===== src/rtl/rr_arb_pkg.sv =====
// Shared types and helpers for the round-robin select arbiter.
package rr_arb_pkg;

   // Arbiter state: IDLE has no live grant, HOLD presents a registered grant.
   typedef enum logic [0:0] {
      IDLE = 1'b0,
      HOLD = 1'b1
   } state_t;

   // Width of a binary index into n sources, never less than one bit.
   function automatic int clog2_min1(input int n);
      int w;
      w = $clog2(n);
      if (w < 1) begin
         return 1;
      end else begin
         return w;
      end
   endfunction

endpackage


===== src/rtl/rr_select_arbiter_pick.sv =====
// Combinational wrap-around priority picker: first set request at or above
// ptr, wrapping modulo N. Modelled as a scan over a double-width copy of the
// request vector whose lower half is masked below the pointer.
module rr_pick #(
   parameter int N  = 4,
   parameter int AW = 2
)(
   input  logic [N-1:0]  req,
   input  logic [AW-1:0] ptr,
   output logic          found,
   output logic [AW-1:0] idx
);

   int ptr_int;

   // Scan lower (pointer-masked) half first, then the unmasked upper half.
   always_comb begin
      found   = 1'b0;
      idx     = {AW{1'b0}};
      ptr_int = int'(ptr);
      for (int j = 0; j < N; j++) begin
         if (!found && req[j] && (j >= ptr_int)) begin
            found = 1'b1;
            idx   = AW'(j);
         end else begin
            found = found;
         end
      end
      for (int j = 0; j < N; j++) begin
         if (!found && req[j]) begin
            found = 1'b1;
            idx   = AW'(j);
         end else begin
            found = found;
         end
      end
   end

endmodule


===== src/rtl/rr_select_arbiter.sv =====
// Round-robin arbiter driving a word-mux select. The grant is registered and
// held under backpressure; a transfer re-arbitrates in the same cycle with
// the consumed source masked, giving back-to-back transfers.
module rr_select_arbiter
   import rr_arb_pkg::*;
#(
   parameter int INPUT_COUNT = 4,
   parameter int ADDR_WIDTH  = clog2_min1(INPUT_COUNT)
)(
   input  logic                   clk_i,
   input  logic                   rst_i,
   input  logic [INPUT_COUNT-1:0] req_i,
   input  logic                   ready_i,
   output logic                   valid_o,
   output logic [ADDR_WIDTH-1:0]  sel_o,
   output logic [INPUT_COUNT-1:0] grant_o,
   output logic [INPUT_COUNT-1:0] ack_o
);

   state_t                 state;
   state_t                 state_n;
   logic [ADDR_WIDTH-1:0]  ptr;
   logic [ADDR_WIDTH-1:0]  ptr_n;
   logic [ADDR_WIDTH-1:0]  sel_n;
   logic [INPUT_COUNT-1:0] grant_n;
   logic [ADDR_WIDTH-1:0]  next_ptr;
   logic [ADDR_WIDTH-1:0]  pick_ptr;
   logic [INPUT_COUNT-1:0] pick_req;
   logic                   transfer;
   logic                   found;
   logic [ADDR_WIDTH-1:0]  idx;

   assign valid_o  = (state == HOLD);
   assign transfer = valid_o & ready_i;
   assign ack_o    = grant_o & {INPUT_COUNT{transfer}};

   // Candidate set and pointer for this cycle's arbitration; on a transfer the
   // acked source is masked because its req still describes the consumed word.
   always_comb begin
      next_ptr = {ADDR_WIDTH{1'b0}};
      pick_ptr = ptr;
      pick_req = req_i;
      if (sel_o == ADDR_WIDTH'(INPUT_COUNT - 1)) begin
         next_ptr = {ADDR_WIDTH{1'b0}};
      end else begin
         next_ptr = sel_o + ADDR_WIDTH'(1);
      end
      if (transfer) begin
         pick_ptr = next_ptr;
         pick_req = req_i & ~grant_o;
      end else begin
         pick_ptr = ptr;
         pick_req = req_i;
      end
   end

   rr_pick #(
      .N  (INPUT_COUNT),
      .AW (ADDR_WIDTH)
   ) u_pick (
      .req   (pick_req),
      .ptr   (pick_ptr),
      .found (found),
      .idx   (idx)
   );

   // Next-state logic: grant from IDLE, hold or advance in HOLD.
   always_comb begin
      state_n = state;
      ptr_n   = ptr;
      sel_n   = sel_o;
      grant_n = grant_o;
      case (state)
         IDLE: begin
            if (found) begin
               state_n = HOLD;
               sel_n   = idx;
               for (int i = 0; i < INPUT_COUNT; i++) begin
                  grant_n[i] = (idx == ADDR_WIDTH'(i));
               end
            end else begin
               state_n = IDLE;
               grant_n = {INPUT_COUNT{1'b0}};
            end
         end
         HOLD: begin
            if (ready_i) begin
               ptr_n = next_ptr;
               if (found) begin
                  state_n = HOLD;
                  sel_n   = idx;
                  for (int i = 0; i < INPUT_COUNT; i++) begin
                     grant_n[i] = (idx == ADDR_WIDTH'(i));
                  end
               end else begin
                  state_n = IDLE;
                  grant_n = {INPUT_COUNT{1'b0}};
               end
            end else begin
               state_n = HOLD;
            end
         end
         default: begin
            state_n = IDLE;
            grant_n = {INPUT_COUNT{1'b0}};
         end
      endcase
   end

   // State, pointer and registered grant outputs with synchronous reset.
   always_ff @(posedge clk_i) begin
      if (rst_i) begin
         state   <= IDLE;
         ptr     <= {ADDR_WIDTH{1'b0}};
         sel_o   <= {ADDR_WIDTH{1'b0}};
         grant_o <= {INPUT_COUNT{1'b0}};
      end else begin
         state   <= state_n;
         ptr     <= ptr_n;
         sel_o   <= sel_n;
         grant_o <= grant_n;
      end
   end

endmodule


===== config.mk =====
export PLATFORM = sky130hd
export DESIGN_NAME = rr_select_arbiter
export DESIGN_NICKNAME = d
export VERILOG_FILES = /design/src/rtl/rr_arb_pkg.sv /design/src/rtl/rr_select_arbiter_pick.sv /design/src/rtl/rr_select_arbiter.sv
export SDC_FILE = /design/constraint.sdc
export NUM_CORES = 1
export LEC_CHECK = 0
export BUFFER_PORTS_ARGS = -buffer_cell sky130_fd_sc_hd__buf_2
export CORE_UTILIZATION = 49
export CTS_CLUSTER_DIAMETER = 100
export DETAILED_ROUTE_END_ITERATION = 8
export PLACE_DENSITY = 0.83
export SYNTH_ARGS = -nofsm -noshare
export SYNTH_HDL_FRONTEND = slang
export SYNTH_SLANG_ARGS = --single-unit

===== constraint.sdc =====
create_clock -name clk_i -period 2.1 [get_ports clk_i]
set_clock_uncertainty 0.05 [all_clocks]
set_input_delay 0.21 -clock clk_i [delete_from_list [all_inputs] [get_ports clk_i]]
set_output_delay 0.21 -clock clk_i [all_outputs]
set_load 0.05 [all_outputs]

==> qor.csv <==
metric,value,unit
cts.sinks,9,
power_leakage,0.371,nW
routed-wl-met2,687,µm
synthToLayoutAreaGrowth,17.1,%
cts_tree,yes,
clk_pin_slew,0.07,ns
grt_max_degree,13,
max_slew_margin,0.670,
clk_latency,0.27,ns
synth_top_family_by_area,compound AO/OA/AOI/OAI gates,
yosys.area.top_type,dfxtp_1,
wl_met3,47,µm
cts_max_level,1,
drc,0,
fp.dieH,38.1,µm
final_net_count,108,
critical_path.endpoint_type,register,
multiInputGateArea,408,µm²
p_per_area,685,nW/µm²
dr.max_layer_used,met4,
grt_pass1_vias,570,
ys.flop_type,dfxtp_1,
worst_pin_slew,0.493,ns
dp.cells,109,
cp_data_arrival_time,1.88,ns
synthMuxAreaShare,0.0902,
met1_length,741,µm
cts_root_buf,clkbuf_4,
vdd_drop_max,525,µV
ctsHoldBuffers,0,
drt_iter0_markers,14,
max_cap_viol_count,0,
synth.avg_cell_area,7.88,µm²
post_synth_xor_area_fraction,0.0137,
cp-start-kind,register,
dieWidth,38.1,µm
cp_max_fo,9,
fmax,581,MHz
dp_hpwl,1110,µm
dieArea,1450,µm²
cpLargestDelayFamily,flip-flops,
synth-seq-area-share,0.282,
dr.pass1.iters,4,
rows,12,
post-cts-setup-buffers,0,
yosysTopAreaCellShare,0.282,
netlist_area,638,µm²
crit_chain,nand2_4 > mux2i_1 > nand2_1 > a221o_1 > a21oi_2,
synth-seq-cells,9,
hold_viol,0,
gr-total-overflow,0,
register_area,180,µm²
maxSlewViolCount,0,
worst-path-buf-inv,0,
holdWs,0.183,ns
coreArea,1160,µm²
wl_per_cell,13.4,µm
synth_nets,89,
via_per_inst,5.73,
critPathKind,reg2reg,
cts_resized,0,
drive_gt1_frac,0.263,
ys_top_cells_by_area,"dfxtp_1 (28%), o21ai_0 (5.5%), inv_1 (4.7%)",
gp_congestion,0.868,
start_util,0.552,
grt_pass1_wl,2490,µm
grt_usage,0.256,
yosysMostFrequentCell,dfxtp_1,
fillCellCount,113,
setup_tns,0,ns
finalSetupViolations,0,
grt_antenna_before_repair,0,
synth-simple-area-share,0.224,
hp-class,in2reg,
final.period_utilization,0.820,
synth-adder-area-share,0.0196,
crit_slowest_cell,dfxtp_1,
synth.distinct_cells,34,
yosysWarnings,0,
cts_buffers,3,
async_reset_ff_frac,0,
period_needed,1.72,ns
synthTopCellsByCount,"dfxtp_1 (9), inv_1 (8), nand2_1 (8)",
drt_wl_total,1510,µm
ff2ff_setup_slack,0.38,ns
cts_max_path_buffers,2,
syn_inst,81,
vias,648,
synth_compound_area_frac,0.292,
status,"finished, final reports clean",
critPathMaxStageDelay,0.51,ns
rsz0062_at_grt,no,
synth_edf_count,0,
portBuffers,17,
final_cell_count_no_fill,113,
postRouteAntennaNets,0,
io_pins,18,
crit_required,2.26,ns
antenna_cells,0,
power,0.512,mW
layout make-up:
| class | count | share of cell area |
|---|---|---|
| Multi-Input combinational cell | 61 | 0.546 |
| Timing Repair Buffer | 17 | 0.114 |
| Clock buffer | 4 | 0.0352 |
| Sequential cell | 9 | 0.241 |
| Tap cell | 14 | 0.0235 |
| Inverter | 8 | 0.0402 |
routing by layer:
layer / vias to the layer above / global-route usage
li1: 329 / -
met5: - / 0
met1: 297 / 0.309
met4: 0 / 0.161
met2: 17 / 0.407
met3: 5 / 0.0523
metrics by stage:
| stage | util | area (µm²) | setup slack, ns |
|---|---|---|---|
| after floorplan | - | 638 | 0.0284 |
| after global placement | 0.623 | 721 | 0.459 |
| after detailed placement | 0.623 | 721 | 0.435 |
| after CTS | 0.646 | 747 | 0.406 |
| after global routing | 0.646 | 747 | 0.274 |
| final | 0.646 | 747 | 0.377 |
cells in the final DEF (no fill, tap or decap), types with 2 or more instances in the layout:
| cell type | synthesis | layout |
|---|---|---|
| nand3_1 | 4 | 4 |
| clkbuf_4 | 0 | 3 |
| a31oi_1 | 2 | 2 |
| inv_1 | 8 | 8 |
| nor2_1 | 6 | 6 |
| mux2i_1 | 2 | 2 |
| dfxtp_1 | 9 | 9 |
| nand2b_1 | 3 | 3 |
| o21ai_0 | 7 | 7 |
| and2_1 | 2 | 2 |
| buf_2 | 1 | 17 |
| a21oi_1 | 3 | 3 |
| nor2b_1 | 2 | 2 |
| nand2_1 | 8 | 8 |
| o211ai_1 | 2 | 2 |
| a22oi_1 | 2 | 2 |
| a221o_1 | 2 | 2 |
report_power, final:
| part | switching (mW) | total [mW] | internal (mW) |
|---|---|---|---|
| combinational | 0.114 | 0.173 | 0.0590 |
| clock | 0.0674 | 0.141 | 0.0736 |
| sequential | 0.0133 | 0.197 | 0.184 |
| total | 0.195 | 0.512 | 0.317 |
kinds of logic after synthesis:
group / after synthesis
XOR/XNOR: 1
adder cells (fa/ha/maj): 1
flip-flops: 9
multiplexers: 4
AND/OR/NAND/NOR: 28
AO/OA/AOI/OAI: 27
buffers and inverters: 11
registers in the layout, summed over array words and instances (netlist names):
name / count
grant_o: 4
ptr: 2
sel_o: 2
valid_o: 1
final timing paths:
| check | from | to | cells after the start |
|---|---|---|---|
| setup / recovery | valid_o | grant_o[0] | 5 |
| hold / removal | rst_i | grant_o[0] | 2 |
| hold reg to reg | grant_o[1] | grant_o[1] | 2 |
| setup reg to reg | valid_o | grant_o[0] | 5 |
worst register-to-register path: cells and delay by family, from the launching register on:
family | cells | cell delay [ns]
AO/OA/AOI/OAI | 2 | 0.49
flip-flops | 1 | 0.51
multiplexers | 1 | 0.37
AND/OR/NAND/NOR | 2 | 0.25
Power figures use the tool's default switching activity.
